===== config.mk =====
export PLATFORM = sky130hd
export DESIGN_NAME = int_fp_add_arb
export DESIGN_NICKNAME = d
export VERILOG_FILES = /design/src/rtl/int_fp_mac_pkg.sv /design/src/rtl/int_fp_add.sv /design/src/rtl/int_fp_add_rr_arb.sv /design/src/rtl/int_fp_add_arb.sv
export SDC_FILE = /design/constraint.sdc
export NUM_CORES = 1
export LEC_CHECK = 0
export BUFFER_PORTS_ARGS = -buffer_cell sky130_fd_sc_hd__buf_2
export CAP_MARGIN = 20
export CELL_PAD_IN_SITES_DETAIL_PLACEMENT = 2
export CELL_PAD_IN_SITES_GLOBAL_PLACEMENT = 2
export CORE_UTILIZATION = 32
export CTS_CLUSTER_SIZE = 14
export DETAILED_ROUTE_END_ITERATION = 7
export GPL_TIMING_DRIVEN = 0
export PLACE_DENSITY_LB_ADDON = 0.08
export REMOVE_ABC_BUFFERS = 1
export SLEW_MARGIN = 20
export SYNTH_ARGS = -nofsm -noshare
export SYNTH_HDL_FRONTEND = slang
export SYNTH_SLANG_ARGS = --single-unit

===== constraint.sdc =====
create_clock -name clk -period 42 [get_ports clk]
set_clock_uncertainty 0.2 [all_clocks]
set_input_delay 4.2 -clock clk [delete_from_list [all_inputs] [get_ports clk]]
set_output_delay 4.2 -clock clk [all_outputs]
set_load 0.005 [all_outputs]

===== src/rtl/int_fp_mac_pkg.sv =====
// Shared definitions for the INT16/FP16 add datapath and its request arbiter.
package int_fp_mac_pkg;

  localparam int DATA_W = 16;

  typedef enum logic {
    MODE_INT = 1'b0,
    MODE_FP  = 1'b1
  } mode_e;

  localparam logic [DATA_W-1:0] FP_QNAN    = 16'h7E00;
  localparam logic [4:0]        FP_EXP_MAX = 5'h1F;

endpackage


===== src/rtl/int_fp_add.sv =====
// Combinational 16-bit adder: wrapping two's-complement INT16 add or IEEE FP16 add
// (round-to-nearest-even, gradual underflow, canonical quiet NaN).
module int_fp_add
  import int_fp_mac_pkg::*;
(
  input  logic              i_mode,
  input  logic [DATA_W-1:0] i_a,
  input  logic [DATA_W-1:0] i_b,
  output logic [DATA_W-1:0] o_sum
);

  function automatic logic [3:0] lzc14(input logic [13:0] v);
    logic [3:0] n;
    n = 4'd14;
    for (int k = 0; k < 14; k++) begin
      if (v[k]) n = 4'(13 - k);
    end
    return n;
  endfunction

  // n holds hidden bit at [13], fraction [12:3], guard/round/sticky [2:0].
  function automatic logic [15:0] fp_round_pack(input logic sign, input logic [5:0] ex,
                                                 input logic [13:0] n);
    logic [4:0]  e_field;
    logic        rup;
    logic [14:0] mag;
    if (ex >= 6'd31) return {sign, FP_EXP_MAX, 10'd0};
    e_field = n[13] ? ex[4:0] : 5'd0;
    rup     = n[2] & (n[3] | n[1] | n[0]);
    mag     = {e_field, n[12:3]} + {14'd0, rup};
    return {sign, mag};
  endfunction

  logic signed [DATA_W-1:0] w_int_sum;
  logic [15:0] w_big, w_sml, w_fp_sum;
  logic [10:0] w_sig_l, w_sig_s;
  logic [4:0]  w_ee_l, w_ee_s, w_d;
  logic [13:0] w_m_l, w_m_s0, w_m_s, w_norm;
  logic [14:0] w_sum;
  logic [5:0]  w_ex, w_lz, w_sh, w_sh_max;
  logic        w_sub, w_a_nan, w_b_nan, w_a_inf, w_b_inf;

  assign w_int_sum = $signed(i_a) + $signed(i_b);

  always_comb begin
    w_big   = (i_a[14:0] >= i_b[14:0]) ? i_a : i_b;
    w_sml   = (i_a[14:0] >= i_b[14:0]) ? i_b : i_a;
    w_sig_l = {|w_big[14:10], w_big[9:0]};
    w_sig_s = {|w_sml[14:10], w_sml[9:0]};
    w_ee_l  = (w_big[14:10] == 5'd0) ? 5'd1 : w_big[14:10];
    w_ee_s  = (w_sml[14:10] == 5'd0) ? 5'd1 : w_sml[14:10];
    w_d     = w_ee_l - w_ee_s;
    w_m_l   = {w_sig_l, 3'b000};
    w_m_s0  = {w_sig_s, 3'b000};
    // Bits shifted out of the smaller operand collapse into the sticky LSB.
    if (w_d >= 5'd14)
      w_m_s = {13'd0, |w_sig_s};
    else
      w_m_s = (w_m_s0 >> w_d) | {13'd0, |(w_m_s0 & ((14'd1 << w_d) - 14'd1))};
    w_sub = w_big[15] ^ w_sml[15];
    w_sum = w_sub ? ({1'b0, w_m_l} - {1'b0, w_m_s}) : ({1'b0, w_m_l} + {1'b0, w_m_s});
    w_lz     = {2'b00, lzc14(w_sum[13:0])};
    w_sh_max = {1'b0, w_ee_l} - 6'd1;
    if (w_sum[14]) begin
      w_sh   = 6'd0;
      w_norm = {w_sum[14:2], w_sum[1] | w_sum[0]};
      w_ex   = {1'b0, w_ee_l} + 6'd1;
    end else begin
      w_sh   = (w_lz < w_sh_max) ? w_lz : w_sh_max;
      w_norm = w_sum[13:0] << w_sh;
      w_ex   = {1'b0, w_ee_l} - w_sh;
    end
    w_a_nan = (i_a[14:10] == FP_EXP_MAX) && (i_a[9:0] != 10'd0);
    w_b_nan = (i_b[14:10] == FP_EXP_MAX) && (i_b[9:0] != 10'd0);
    w_a_inf = (i_a[14:10] == FP_EXP_MAX) && (i_a[9:0] == 10'd0);
    w_b_inf = (i_b[14:10] == FP_EXP_MAX) && (i_b[9:0] == 10'd0);
    if (w_a_nan || w_b_nan || (w_a_inf && w_b_inf && (i_a[15] != i_b[15])))
      w_fp_sum = FP_QNAN;
    else if (w_a_inf)
      w_fp_sum = i_a;
    else if (w_b_inf)
      w_fp_sum = i_b;
    else if (w_sum == 15'd0)
      w_fp_sum = {~w_sub & w_big[15], 15'd0};
    else
      w_fp_sum = fp_round_pack(w_big[15], w_ex, w_norm);
  end

  assign o_sum = (i_mode == MODE_FP) ? w_fp_sum : w_int_sum;

endmodule


===== src/rtl/int_fp_add_rr_arb.sv =====
// Single-grant arbiter: round-robin from a pointer when INT_FP_ADD_ARB_RR_EN is
// defined, otherwise fixed priority with the lowest eligible index winning.
module int_fp_add_rr_arb #(
  parameter int NUM_REQ = 2,
  parameter int PTR_W   = $clog2(NUM_REQ)
) (
`ifdef INT_FP_ADD_ARB_RR_EN
  input  logic [PTR_W-1:0]   i_ptr,
  output logic [PTR_W-1:0]   o_ptr_nxt,
`endif
  input  logic [NUM_REQ-1:0] i_elig,
  output logic [NUM_REQ-1:0] o_grant
);

`ifdef INT_FP_ADD_ARB_RR_EN
  function automatic int search_idx(input logic [PTR_W-1:0] ptr, input int k);
    return (int'(ptr) + k) % NUM_REQ;
  endfunction

  // Walk the search order backwards so the earliest eligible slot is written last.
  always_comb begin
    o_grant   = '0;
    o_ptr_nxt = i_ptr;
    for (int k = NUM_REQ - 1; k >= 0; k--) begin
      if (i_elig[search_idx(i_ptr, k)]) begin
        o_grant                        = '0;
        o_grant[search_idx(i_ptr, k)]  = 1'b1;
        o_ptr_nxt = PTR_W'((search_idx(i_ptr, k) + 1) % NUM_REQ);
      end
    end
  end
`else
  always_comb begin
    o_grant = '0;
    for (int k = NUM_REQ - 1; k >= 0; k--) begin
      if (i_elig[k]) begin
        o_grant    = '0;
        o_grant[k] = 1'b1;
      end
    end
  end
`endif

endmodule


===== src/rtl/int_fp_add_arb.sv =====
// NUM_REQ requesters share one int_fp_add; each has a one-deep registered result slot.
// Define INT_FP_ADD_ARB_RR_EN for round-robin arbitration (default: fixed priority).
module int_fp_add_arb
  import int_fp_mac_pkg::*;
#(
  parameter int NUM_REQ = 2
) (
  input  logic                      clk,
  input  logic                      rst,
  input  logic [NUM_REQ-1:0]        req_valid,
  output logic [NUM_REQ-1:0]        req_ready,
  input  logic [NUM_REQ-1:0]        req_mode,
  input  logic [DATA_W*NUM_REQ-1:0] req_a,
  input  logic [DATA_W*NUM_REQ-1:0] req_b,
  output logic [NUM_REQ-1:0]        rsp_valid,
  input  logic [NUM_REQ-1:0]        rsp_ready,
  output logic [DATA_W*NUM_REQ-1:0] rsp_data,
  output logic                      busy
);

  localparam int PTR_W = $clog2(NUM_REQ);

  logic [NUM_REQ-1:0]        w_elig, w_grant;
  logic                      w_mode;
  logic [DATA_W-1:0]         w_op_a, w_op_b, w_sum;
  logic [NUM_REQ-1:0]        r_vld_p1;
  logic [DATA_W*NUM_REQ-1:0] r_data_p1;

  // A slot can take a new result if it is empty or being drained this cycle.
  assign w_elig = {NUM_REQ{~rst}} & req_valid & (~r_vld_p1 | rsp_ready);

`ifdef INT_FP_ADD_ARB_RR_EN
  logic [PTR_W-1:0] r_ptr, w_ptr_nxt;

  int_fp_add_rr_arb #(.NUM_REQ(NUM_REQ), .PTR_W(PTR_W)) u_arb (
    .i_ptr     (r_ptr),
    .o_ptr_nxt (w_ptr_nxt),
    .i_elig    (w_elig),
    .o_grant   (w_grant)
  );

  always_ff @(posedge clk or posedge rst) begin
    if (rst) r_ptr <= '0;
    else     r_ptr <= w_ptr_nxt;
  end
`else
  int_fp_add_rr_arb #(.NUM_REQ(NUM_REQ), .PTR_W(PTR_W)) u_arb (
    .i_elig  (w_elig),
    .o_grant (w_grant)
  );
`endif

  always_comb begin
    w_mode = MODE_INT;
    w_op_a = '0;
    w_op_b = '0;
    for (int i = 0; i < NUM_REQ; i++) begin
      if (w_grant[i]) begin
        w_mode = req_mode[i];
        w_op_a = req_a[DATA_W*i +: DATA_W];
        w_op_b = req_b[DATA_W*i +: DATA_W];
      end
    end
  end

  int_fp_add u_add (
    .i_mode (w_mode),
    .i_a    (w_op_a),
    .i_b    (w_op_b),
    .o_sum  (w_sum)
  );

  // p0 -> p1: adder result captured into the granted requester's slot
  always_ff @(posedge clk or posedge rst) begin
    if (rst) begin
      r_vld_p1  <= '0;
      r_data_p1 <= '0;
    end else begin
      for (int i = 0; i < NUM_REQ; i++) begin
        if (w_grant[i]) begin
          r_vld_p1[i]                    <= 1'b1;
          r_data_p1[DATA_W*i +: DATA_W] <= w_sum;
        end else if (rsp_ready[i]) begin
          r_vld_p1[i] <= 1'b0;
        end
      end
    end
  end

  assign req_ready = w_grant;
  assign rsp_valid = r_vld_p1;
  assign rsp_data  = r_data_p1;
  assign busy      = |r_vld_p1;

endmodule


* Word level (Yosys, flattened, before mapping)
Cells that the tools add are included.
** Storage, ports and cells
- Bits in registers :: 34
- Word-level logic and storage cells :: 107
- Output and inout bits :: 37
** Operators by class
- Mux-type cells :: 48
- Reduce and logical (&&, ||, !) cells :: 22
- Shifts and indexed selects :: 3
- $lt $le $gt $ge :: 4
- Bitwise logic cells :: 14
- $add $sub $neg :: 9
- Equal/unequal tests :: 3
** Operators with widths (number)
- $mux W16 :: 13
- $mux W4 :: 8
- $mux W14 :: 2
- $logic_not A10 Y1 :: 2
- $reduce_bool A10 Y1 :: 2
- $add A16 B16 Y16 :: 1
- $add A14 B14 Y15 :: 1
- $add A15 B1 Y15 :: 1
- $ge A15 B15 Y1 :: 1
- $logic_not A15 Y1 :: 1
- $mux W15 :: 1
- $mux W5 :: 3
- $reduce_or A15 Y1 :: 1
- $sub A14 B14 Y15 :: 1
- $and A14 B14 Y14 :: 1
- $or A14 B1 Y14 :: 1
- $reduce_or A14 Y1 :: 1
- $shl A1 B5 Y14 const A :: 1
- $shl A14 B6 Y14 :: 1
- $shr A14 B5 Y14 :: 1
- $sub A14 B1 Y14 const B :: 1
- $mux W3 :: 4
- $mux W6 :: 2
- $mux W1 :: 11
- other kinds (23) :: 41

* Logic depth before layout (Yosys ltp)
- Word-level depth :: 50
- Gate-level depth with buffers :: 75
- Depth with buffers taken out :: 68

* Hierarchy
A second synthesis with hierarchy kept.
** Unflattened totals
- Cells, all modules :: 1079
- Area total of the unflattened synthesis :: 8070.2 sq um
** By module, submodules not included
- int_fp_add :: area each 6392.4 sq um, seq. area each 0.0 sq um, cells each 957, times used 1
- int_fp_add_arb :: area each 1656.6 sq um, seq. area each 850.8 sq um, cells each 120, times used 1
- int_fp_add_rr_arb :: area each 21.3 sq um, seq. area each 0.0 sq um, cells each 2, times used 1

* Worst setup path before layout
No wires, ideal clock.
- Kind :: in2reg
- From :: in rst
- To :: reg r_data_p1[19], in the netlist rsp_data[19]
- Data arrival time :: 17.279 ns
- Stages :: 69
- Library setup time :: 0.134 ns
- Slack :: 24.387 ns
- Data required time :: 41.666 ns
- Path through :: nand2b_4 > o211ai_4 > inv_4 > buf_2 > buf_1 > a22oi_1 > inv_1 > ha_1 > inv_1 > a221oi_1 > nor2b_1 > or3_1 > buf_2 > nor2_4 > clkbuf_1 > a21oi_1 > nor2_1 > a21oi_1 > [33 not listed] > buf_6 > nor2_4 > inv_2 > ha_1 > xnor2_1 > nor2_1 > ha_1 > inv_1 > o21bai_1 > a21o_1 > a21o_1 > and3_1 > o21ai_0 > nor3_1 > nand2b_1 > inv_1 > a32oi_1 > o21ai_0
** On the way
- Longest elaborated chain between the ends :: 49
** Ends and longest elaborated chain
- start, declared :: line int_fp_add_arb.sv:9 : input logic rst,
- $not A1 Y1 (*) :: line int_fp_add_arb.sv:30 : assign w_elig = {NUM_REQ{~rst}} & req_valid & (~r_vld_p1 | rsp_ready);
- $and A2 B2 Y2 (*) (2 in series) :: line int_fp_add_arb.sv:30
- $mux W2 (*) :: line int_fp_add_rr_arb.sv:36 : if (i_elig[k]) begin
- $mux W16 / $mux W2 (equally long branches) :: line int_fp_add_arb.sv:58, int_fp_add_rr_arb.sv:36
- $mux W16 :: line int_fp_add_arb.sv:58 : if (w_grant[i]) begin
- $ge A15 B15 Y1 :: line int_fp_add.sv:46, int_fp_add.sv:47
- $mux W16, on equally long branches :: line int_fp_add.sv:46, int_fp_add.sv:47
- $logic_not A5 Y1, on equally long branches :: line int_fp_add.sv:50, int_fp_add.sv:51
- [32 not listed]
- $mux W1 :: line int_fp_add.sv:79 : else if (w_a_inf)
- $mux W1 :: line int_fp_add.sv:77 : if (w_a_nan || w_b_nan || (w_a_inf && w_b_inf && (i_a[15] != i_b[15])))
- $mux W16 :: line int_fp_add.sv:28 : e_field = n[13] ? ex[4:0] : 5'd0;
- $mux W16 :: line int_fp_add.sv:83 : else if (w_sum == 15'd0)
- $mux W16 :: line int_fp_add.sv:81 : else if (w_b_inf)
- $mux W16 :: line int_fp_add.sv:79
- $mux W16 :: line int_fp_add.sv:77
- $mux W16 :: line int_fp_add.sv:89 : assign o_sum = (i_mode == MODE_FP) ? w_fp_sum : w_int_sum;
- end signal, assigned by index :: line int_fp_add_arb.sv:82 : r_data_p1[DATA_W*i +: DATA_W] <= w_sum;
- end, declared :: line int_fp_add_arb.sv:27 : logic [DATA_W*NUM_REQ-1:0] r_data_p1;
Every way passes the cells marked *; elsewhere a longest branch is shown, timed or not. The select of a mux whose other input is x is not followed.
A chain may end at the register's enable or synchronous reset.

* Final worst setup path
- From :: in rst
- To :: reg r_data_p1[18], in the netlist rsp_data[18]
Same word-level chain as after synthesis.

==> flow_summary.toml <==
[critical_path]
worst_path_max_delay_cell = "fa_1"
required_ns = 42.02
cp_max_fo = 41
crit_family = "compound AO/OA/AOI/OAI gates"
worstSetupPathType = "in2reg"
crit_buf_inv = 6
slowest_delay_ns = 0.89
reg2regPathDepth = 60
cp.depth = 61
crit_path_end_kind = "register"
crit_arrival_ns = 23.76
startpoint_type = "input port"

[clock_network]
cts_resized = 0
htree_levels = 2
cts_hold_buf = 0
cts_max_path_buffers = 2
numCtsBuffers = 5
clkTransAtPathRegs_ns = 0.05
clock-root-buffer = "clkbuf_16"
post_cts_buffers = 0
cts_tree = "done"
cts.sinks = 34
clk_latency_ns = 0.28

[floorplanning]
core_area_mm2 = 0.0270
die_h_um = 168
die_w_um = 168
dieArea_mm2 = 0.0284
rows = 60
start_util_pct = 32.8
ios = 109

[grt]
grt_pass1_wl_um = 63300
grt_pass1_vias = 10700
grtUsageTotal_pct = 28.5
grt_antenna_before_repair = 0
grt_overflow = 0
grt_max_degree = 45

[sta]
timing.final.crit_share_pct = 56.5
relSlewSlack_pct = 29.8
rsz0062_at_grt = "no"
hold_viol_final = 0
fin_tns_setup_ns = 0
slew_violations = 0
fmax_mhz = 42.1
fin_crit_ns = 23.74
finalSetupViolCount = 0
worst_pin_slew_ns = 1.05

[worst_hold_path]
hold_class = "reg2reg"
worst_hold_path.num_cells = 2

[route]
drt_pre_antenna_iters = 5
drt_iter0_drc = 763
avgRoutedWirePerCell_um = 24.9
vias = 10400
dr_wl_met2_um = 19600
wl_met3_um = 1230
met1_length_um = 19400
highest_layer = "met4"
routed_wl_um = 41000
vias_per_cell = 6.31
postRouteAntennaNets = 0
route.detailed.drc = 0

[synthesis]
ys_top_cells_by_area = "dfrtp_1 (9.6%), ha_1 (9.6%), a21oi_1 (5.8%)"
synthMuxAreaShare_pct = 4.74
synthSimpleGateAreaFrac_pct = 25.5
yosys.area.top_type = "dfrtp_1"
async_flop_share_pct = 100
synthCells = 1245
ys.flop_type = "dfrtp_1"
synth.distinct_cells = 118
ys_seq_area_share_pct = 9.60
synth_compound_area_share_pct = 39.0
ys_ff_latch = 34
synth.yosys.warnings = 0
synthXorXnorAreaFrac_pct = 4.23
synth_edf_count = 0
synth_area_per_cell_um2 = 7.12
synth_top_family_by_area = "compound AO/OA/AOI/OAI gates"
netlist_area_mm2 = 0.00886
synthAdderAreaFrac_pct = 10.3
yosysTopAreaCellShare_pct = 9.60

[finish]
final_cells = 1646
nFillCells = 3279
syn2layout_area_growth_pct = 10.8
seqCellArea_um2 = 851
layout-drive-gt1-share_pct = 15.6
fin_nets = 1447
fin_util_pct = 36.3
num_antenna_cells = 0
multi_input_area_mm2 = 0.00747

[place]
gp_congestion = 0.920
portBuffers = 108
dpl.hpwl_um = 33200
dp.cells = 1637

[status]
status = "complete, no violations"

[flow_run]
cap_violations = 0
[cell usage after synthesis, types with 8 or more instances]
master and n:
nand4_1 19, o21a_1 12, a221oi_1 10, a21oi_1 102, buf_2 13, and3_1 13, nor2_1 117, dfrtp_1 34
nor3_1 37, inv_2 8, inv_1 74, o211ai_1 31, o21bai_1 16, nand2_1 124, ha_1 68, xnor2_1 27
a22o_1 26, nor4_1 8, a31oi_1 12, nand2b_1 22, o21ai_0 69, and2_1 12, clkbuf_1 36, a211oi_1 15
a22oi_1 15, xor2_1 14, mux2i_1 27, nand3_1 34, o21ai_1 9, o22ai_1 16, a21o_1 14
[layer usage]
layer / vias up / global-route usage, %
met4: 0 / 6.05
li1: 4829 / -
met3: 48 / 0.846
met1: 5256 / 39.1
met2: 258 / 49.4
met5: - / 0
[path summary, 6_finish.rpt]
check	from	endpoint	slack [ns]
setup / recovery	rst	rsp_data[18]	18.26
hold / removal	rsp_data[21]	rsp_data[21]	0.27
setup reg to reg	rsp_valid[0]	rsp_data[18]	21.93
hold reg to reg	rsp_data[21]	rsp_data[21]	0.27
max in group asynchronous	rst	rsp_data[12]	37.60
min in group asynchronous	rst	rsp_valid[0]	3.60
[flip-flops by register name (all words and copies together), names as in the netlist]
register / flops
rsp_data: 32
rsp_valid: 2
[stage by stage]
step | hold slack [ns] | instance area, µm² | setup WS, ns
after floorplan | 0.270 | 8600 | 23.45
after global placement | 0.255 | 9560 | 17.95
after detailed placement | 0.268 | 9640 | 18.24
after CTS | 0.280 | 9790 | 18.49
after global routing | 0.304 | 9820 | 17.01
final | 0.274 | 9820 | 18.26
[cells by family (layout without fill, tap and decap cells)]
family	count (synthesis)	count (layout)
buf+inv	144	204
flops	34	34
compound gates	466	466
xor+xnor	42	42
mux	37	37
simple gates	451	451
fa+ha+maj	71	71
[cell usage in the layout (no fill, tap or decap), drive strengths merged, types with 27 or more instances in the layout]
cell type and n:
nand3 36, mux2i 27, a21oi 104, xnor2 27, o211ai 33, o21ai 79, buf 112, dfrtp 34
nor2 122, nand2 125, ha 68, inv 83, nor3 38
[layout make-up]
cell class	count	area share (%)
clock inverter	1	0.0510
tap	341	4.35
clock buffer	7	1.45
timing repair buffer	112	6.14
inverter	84	3.24
multi-input combinational	1067	76.1
sequential	34	8.67
[worst register-to-register path: cells and delay by family (launching register included)]
kind                       cells  cell delay [ns]
and+or+nand+nor               24             5.65
AOI/OAI and AO/OA             19             6.70
DFF                            1             0.40
xor gates and xnor gates       2             0.60
buffers and inverters          5             2.02
adders and majority gates      7             3.37
muxes                          3             1.07
Power is left out: the tool's default activity adds up to more than one toggle a clock period on the data nets, which glitch-free logic cannot reach.
